<file path="config.mk">
export PLATFORM = sky130hd
export DESIGN_NAME = axis_intra_cycle_align
export DESIGN_NICKNAME = d
export VERILOG_FILES = /design/src/rtl/axis_intra_cycle_align_pkg.sv /design/src/rtl/axis_intra_cycle_align_encoder.sv /design/src/rtl/axis_intra_cycle_align.sv
export SDC_FILE = /design/constraint.sdc
export NUM_CORES = 2
export LEC_CHECK = 0
export CAP_MARGIN = 40
export CORE_AREA = 5 5 273 275
export CTS_BUF_LIST = sky130_fd_sc_hd__clkbuf_8 sky130_fd_sc_hd__clkbuf_16
export DETAILED_ROUTE_END_ITERATION = 10
export DIE_AREA = 0 0 278 280
export PLACE_DENSITY = 0.86
export RECOVER_POWER = 50
export SLEW_MARGIN = 20
export SYNTH_ARGS = -nofsm -noshare
export SYNTH_HDL_FRONTEND = slang
export SYNTH_HIERARCHICAL = 1
export SYNTH_SLANG_ARGS = --single-unit
</file>
<file path="constraint.sdc">
create_clock -name clk -period 6 [get_ports clk]
set_clock_uncertainty 0.15 [all_clocks]
set_input_delay 1.2 -clock clk [delete_from_list [all_inputs] [get_ports clk]]
set_output_delay 1.2 -clock clk [all_outputs]
set_load 0.05 [all_outputs]
</file>
<file path="src/rtl/axis_intra_cycle_align_pkg.sv">
// Shared constants for the photonic receive path: sample geometry, offset width
// and aligner FSM encodings, so the delay emulator and aligner index samples alike.
package axis_intra_cycle_align_pkg;

  localparam int ALIGN_SAMPLE_WIDTH = 16;
  localparam int ALIGN_SAMPLES      = 16;
  localparam int ALIGN_OFFSET_WIDTH = $clog2(ALIGN_SAMPLES);

  typedef enum logic [1:0] {
    ST_IDLE   = 2'd0,
    ST_SEARCH = 2'd1,
    ST_LOCKED = 2'd2
  } align_state_t;

endpackage

</file>
<file path="src/rtl/axis_intra_cycle_align_encoder.sv">
// Combinational calibration-pulse detector: flags a valid beat with any sample
// signed-above threshold and reports the lowest such sample index.
module sample_threshold_priority_encoder
  import axis_intra_cycle_align_pkg::*;
#(
  parameter int SAMPLE_WIDTH     = ALIGN_SAMPLE_WIDTH,
  parameter int SAMPLE_PER_CYCLE = ALIGN_SAMPLES,
  parameter int K_WIDTH          = $clog2(SAMPLE_PER_CYCLE)
) (
  input  logic [SAMPLE_WIDTH*SAMPLE_PER_CYCLE-1:0] data,
  input  logic                                     valid,
  input  logic [SAMPLE_WIDTH-1:0]                  threshold,
  output logic                                     hit,
  output logic [K_WIDTH-1:0]                       k_hit
);

  logic any_over;

  // Scan from the top down so the lowest exceeding index is the last one written.
  always_comb begin
    any_over = 1'b0;
    k_hit    = '0;
    for (int i = SAMPLE_PER_CYCLE - 1; i >= 0; i--) begin
      if ($signed(data[i*SAMPLE_WIDTH +: SAMPLE_WIDTH]) > $signed(threshold)) begin
        any_over = 1'b1;
        k_hit    = K_WIDTH'(i);
      end
    end
  end

  assign hit = valid & any_over;

endmodule

</file>
<file path="src/rtl/axis_intra_cycle_align.sv">
// Sub-cycle deskew: locks the sample offset of a calibration pulse and re-packs
// every following beat so that the pulse sample lands at sample 0.
module axis_intra_cycle_align
  import axis_intra_cycle_align_pkg::*;
#(
  parameter int DATA_WIDTH       = 256,
  parameter int SAMPLE_WIDTH     = ALIGN_SAMPLE_WIDTH,
  parameter int SAMPLE_PER_CYCLE = ALIGN_SAMPLES,
  parameter int SEARCH_TIMEOUT   = 1024
) (
  input  logic                                clk,
  input  logic                                rst,
  input  logic [DATA_WIDTH-1:0]               s_axis_tdata,
  input  logic                                s_axis_tvalid,
  input  logic                                s_axis_tlast,
  input  logic                                cfg_calibrate,
  input  logic [SAMPLE_WIDTH-1:0]             cfg_threshold,
  output logic [DATA_WIDTH-1:0]               m_axis_tdata,
  output logic                                m_axis_tvalid,
  output logic                                m_axis_tlast,
  output logic [$clog2(SAMPLE_PER_CYCLE)-1:0] offset,
  output logic                                locked,
  output logic                                cal_timeout
);

  localparam int OFFSET_WIDTH = $clog2(SAMPLE_PER_CYCLE);
  localparam int CNT_WIDTH    = $clog2(SEARCH_TIMEOUT + 1);

  logic [DATA_WIDTH-1:0]   d0_data, d1_data;
  logic                    d0_valid, d1_valid;
  logic                    d0_last, d1_last;
  logic                    hit;
  logic [OFFSET_WIDTH-1:0] k_hit;
  align_state_t            state_q, state_d;
  logic                    load_offset, set_timeout;
  logic [CNT_WIDTH-1:0]    count_q;
  logic [2*DATA_WIDTH-1:0] pair;
  logic [DATA_WIDTH-1:0]   aligned;

  sample_threshold_priority_encoder #(
    .SAMPLE_WIDTH     (SAMPLE_WIDTH),
    .SAMPLE_PER_CYCLE (SAMPLE_PER_CYCLE),
    .K_WIDTH          (OFFSET_WIDTH)
  ) u_encoder (
    .data      (s_axis_tdata),
    .valid     (s_axis_tvalid),
    .threshold (cfg_threshold),
    .hit       (hit),
    .k_hit     (k_hit)
  );

  // Invalid beats load zeros so vacated tail samples after a packet read as zero.
  always_ff @(posedge clk) begin
    if (rst) begin
      d0_data  <= '0;
      d0_valid <= 1'b0;
      d0_last  <= 1'b0;
      d1_data  <= '0;
      d1_valid <= 1'b0;
      d1_last  <= 1'b0;
    end else begin
      d0_data  <= s_axis_tvalid ? s_axis_tdata : '0;
      d0_valid <= s_axis_tvalid;
      d0_last  <= s_axis_tvalid & s_axis_tlast;
      d1_data  <= d0_data;
      d1_valid <= d0_valid;
      d1_last  <= d0_last;
    end
  end

  always_ff @(posedge clk) begin
    if (rst) state_q <= ST_IDLE;
    else     state_q <= state_d;
  end

  // A calibrate request overrides everything, including a hit in the same cycle.
  always_comb begin
    state_d     = state_q;
    load_offset = 1'b0;
    set_timeout = 1'b0;
    case (state_q)
      ST_IDLE: state_d = ST_IDLE;
      ST_SEARCH: begin
        if (hit) begin
          state_d     = ST_LOCKED;
          load_offset = 1'b1;
        end else if (s_axis_tvalid && count_q == CNT_WIDTH'(SEARCH_TIMEOUT - 1)) begin
          state_d     = ST_IDLE;
          set_timeout = 1'b1;
        end
      end
      ST_LOCKED: state_d = ST_LOCKED;
      default:   state_d = ST_IDLE;
    endcase
    if (cfg_calibrate) begin
      state_d     = ST_SEARCH;
      load_offset = 1'b0;
      set_timeout = 1'b0;
    end
  end

  always_ff @(posedge clk) begin
    if (rst) begin
      count_q     <= '0;
      offset      <= '0;
      cal_timeout <= 1'b0;
    end else begin
      if (cfg_calibrate)
        count_q <= '0;
      else if (state_q == ST_SEARCH && s_axis_tvalid && count_q != CNT_WIDTH'(SEARCH_TIMEOUT))
        count_q <= count_q + 1'b1;
      if (load_offset)
        offset <= k_hit;
      if (cfg_calibrate)
        cal_timeout <= 1'b0;
      else if (set_timeout)
        cal_timeout <= 1'b1;
    end
  end

  assign locked = (state_q == ST_LOCKED);

  // Output sample j is sample j+k of the {d0,d1} pair, i.e. d1 shifted down by k samples.
  assign pair = {d0_data, d1_data};

  always_comb begin
    aligned = '0;
    for (int j = 0; j < SAMPLE_PER_CYCLE; j++) begin
      aligned[j*SAMPLE_WIDTH +: SAMPLE_WIDTH] =
        pair[(j + int'(offset))*SAMPLE_WIDTH +: SAMPLE_WIDTH];
    end
  end

  always_ff @(posedge clk) begin
    if (rst) begin
      m_axis_tdata  <= '0;
      m_axis_tvalid <= 1'b0;
      m_axis_tlast  <= 1'b0;
    end else begin
      m_axis_tdata  <= aligned;
      m_axis_tvalid <= d1_valid;
      m_axis_tlast  <= d1_last;
    end
  end

endmodule
</file>
==> reports/qor.csv <==
stage,metric,value,unit
run_status,status,finished with violations,
run_status,failing checks,"max-capacitance violations, max-slew violations",
route,Post-Route WL,166000,um
setup_path,critical path arrival,5.65,ns
global_route,largest net degree at the start of global routing,174,
setup_path,slowest CP cell,clkinvlp_4,
timing,Rel. slew slack,-124,%
placement,GP Congestion,1.10,
run,max-cap violations,6,
cts,clk slew on worst S/H paths,0.07,ns
placement,dpl cells,5220,
logic_synthesis,syn_nets,4490,
hold_path,Tightest Hold Check Type,reg2reg,
die,Row Count,99,
logic_synthesis,Synthesis Warnings,6,
logic_synthesis,Unique masters post-synth,64,
global_route,Overflow after GRT,0,
die,core box area,72100,um^2
timing,"Setup violations, final",0,
cts,CTS tree,done,
logic_synthesis,Synth top area share,37.2,%
global_route,initial antenna violation count,27,
setup_path,register-to-register setup slack,0.64,ns
die,Starting Density,59.1,%
setup_path,max incr delay on CP,2.17,ns
route,Final ANT Viol Nets,0,
logic_synthesis,#FFs+latches synth,792,
pwr,Pwr Total,0.0125,W
cts,H-tree levels,3,
setup_path,crit path capture type,flip-flop,
timing,Hold Slack,0.286,ns
setup_path,Crit Path Max Fanout,131,
logic_synthesis,sequential share of the synthesized area,37.2,%
timing,setup TNS,0,ns
cts,CTS Hold Bufs,0,
route,DR WL/cell,30.8,um
pwr,power density over the cells,244,nW/um^2
route,DRT Pass-1 Iters,8,
pwr,Pleak,19.9,nW
global_route,global-route wire length before repair,234000,um
placement,HPWL after detailed placement,129000,um
die,Die Area,77800,um^2
final_layout,Final Non-Filler Cells,5376,
die,Die X,278,um
pwr,worst vdd ir,0.197,mV
die,IO Pins,541,
logic_synthesis,"Top FF cell, synth",dfxtp_1,
global_route,vias in the first global route,34300,
logic_synthesis,largest area contributor in the netlist,dfxtp_1,
final_layout,area grow syn2layout,20.2,%
timing,Final WS setup,0.639,ns
setup_path,required time worst endpoint,6.29,ns
timing,Final Cycle Share,89.4,%
cts,clock latency on the worst-skew pair,0.63,ns
timing,min Tclk post-route,5.36,ns
logic_synthesis,post-synthesis instance area,42600,um^2
timing,final hold vios,0,
logic_synthesis,syn avg cell area,10.8,um^2
route,DRC viols,0,
setup_path,CP Cell Sequence,clkinvlp_4 -> buf_12 -> mux2i_1 -> o21ai_0,
setup_path,Startpoint Class,flip-flop,
logic_synthesis,Syn Inst Count,3953,
logic_synthesis,"EDFF count, synth",0,
timing,Worst Tran Pin Value,3.35,ns
route,vias after detailed routing,36500,
global_route,GRT Total Usage,40.4,%
cts,CTS sink cnt,792,
placement,PortBufs,540,
timing,fmax,0.187,GHz
cts,PostCTS Resize Cnt,0,
logic_synthesis,Synth area leaders,"dfxtp_1 37%, mux4_2 12%, mux2i_1 12%, ha_1 7.6%, nor2b_1 4.4%",
placement,Setup WS pre-CTS,0.705,ns
route,Via density,6.78,
cts,clock buffer count from CTS,81,
setup_path,Setup CP Type,reg2reg,
timing,RSZ-0062 raised after global routing,no,
cts,Setup Buffers After CTS,0,
cts,clk buf depth,3,
die,Die Y,280,um
final_layout,fraction of layout cells with a size suffix above 1,12.5,%
timing,fin. max-slew vios,524,
logic_synthesis,asr flop ratio synth,0,%
final_layout,fin nets,4882,
route,Iter 0 DRT Violations,5835,
cts,Root Driver,clkbuf_16,
## critical path, delay by kind of cell, from the launching register on
| family | cells | cell delay, ns |
|---|---|---|
| buffers and inverters | 2 | 3.11 |
| DFF | 1 | 0.79 |
| AOI/OAI and AO/OA | 1 | 0.67 |
| muxes | 1 | 0.26 |
## kinds of logic (layout without fill, tap and decap cells)
group	Yosys count	count (layout)	share of synthesized area, %
simple gates	998	998	13.1
mux	827	827	26.2
fa+ha+maj	260	260	7.63
buf+inv	349	804	3.87
other cells	0	9	0
compound gates	722	722	11.9
flops	792	792	37.2
xor+xnor	5	5	0.103
## power by group
part           total, W  switching [W]  internal, W
clock           0.00531        0.00220      0.00310
sequential      0.00559       0.000185      0.00541
combinational   0.00160       0.000930     0.000666
## per-stage QoR
stage,cell area [um^2],util [%]
floorplan,42600,-
finish,51200,71.1
CTS,51300,71.1
global placement,48400,67.1
global route,51200,71.0
detailed placement,48400,67.2
## cell usage in the layout (no fill, tap or decap), types with 17 or more instances in the layout
cell | netlist | layout
nand4_1 | 49 | 49
nor2_1 | 44 | 43
a22oi_1 | 96 | 96
o21a_1 | 21 | 21
inv_1 | 58 | 62
a211oi_1 | 26 | 26
clkbuf_16 | 0 | 83
mux2_2 | 115 | 115
buf_4 | 52 | 45
a32oi_1 | 49 | 49
a21oi_1 | 74 | 74
and2_0 | 0 | 127
clkdlybuf4s50_1 | 0 | 538
mux2i_1 | 491 | 491
ha_1 | 260 | 260
mux4_2 | 221 | 221
a31o_1 | 17 | 17
o221ai_1 | 98 | 98
a211o_1 | 35 | 35
a21o_1 | 27 | 27
nand2_1 | 224 | 223
dfxtp_1 | 792 | 789
nand3_1 | 30 | 29
and2_1 | 276 | 149
o21ai_0 | 179 | 179
o211ai_1 | 29 | 29
nor2b_1 | 301 | 301
## area by class of cell
cell class,count,area [um^2]
antenna,9,22.5
tap,959,1200
sequential,792,15900
timing repair buffer,600,5960
fill,5150,20900
clock buffer,97,2270
multi-input combinational,2812,25200
clock inverter,49,544
inverter,58,221
## state kept, by name, summed over array words and instances (netlist names)
| signal | flops |
|---|---|
| m_axis_tlast | 1 |
| d0_valid | 1 |
| d0_data | 256 |
| d0_last | 1 |
| offset | 4 |
| count_q | 11 |
| d1_valid | 1 |
| m_axis_tdata | 256 |
| m_axis_tvalid | 1 |
| d1_last | 1 |
| cal_timeout | 1 |
| state_q | 2 |
| d1_data | 256 |
## path summary, 6_finish.rpt
| path | start | to | cells past startpoint |
|---|---|---|---|
| max | offset[0] | m_axis_tdata[19] | 4 |
| min | d0_data[240] | d1_data[240] | 1 |
| max reg2reg | offset[0] | m_axis_tdata[19] | 4 |
| min reg2reg | d0_data[240] | d1_data[240] | 1 |
## metal layers
layer	global-route usage (%)	vias to the layer above	part of all wire [%]
li1	-	15500	-
met1	54.9	17400	38
met2	55.0	2967	39
met3	17.8	523	16
met4	19.2	22	5.9
met5	1.16	-	0.16
## Yosys cell counts (all sizes together), types with 44 or more instances
library cell / instances
nor2: 44
o21ai: 189
inv: 58
a21oi: 75
dfxtp: 792
mux4: 221
clkbuf: 139
nand4: 50
nand2: 224
mux2i: 491
mux2: 115
a22oi: 96
a32oi: 49
o221ai: 98
buf: 152
nor2b: 301
ha: 260
and2: 276
(Power assumes the default switching activity.)
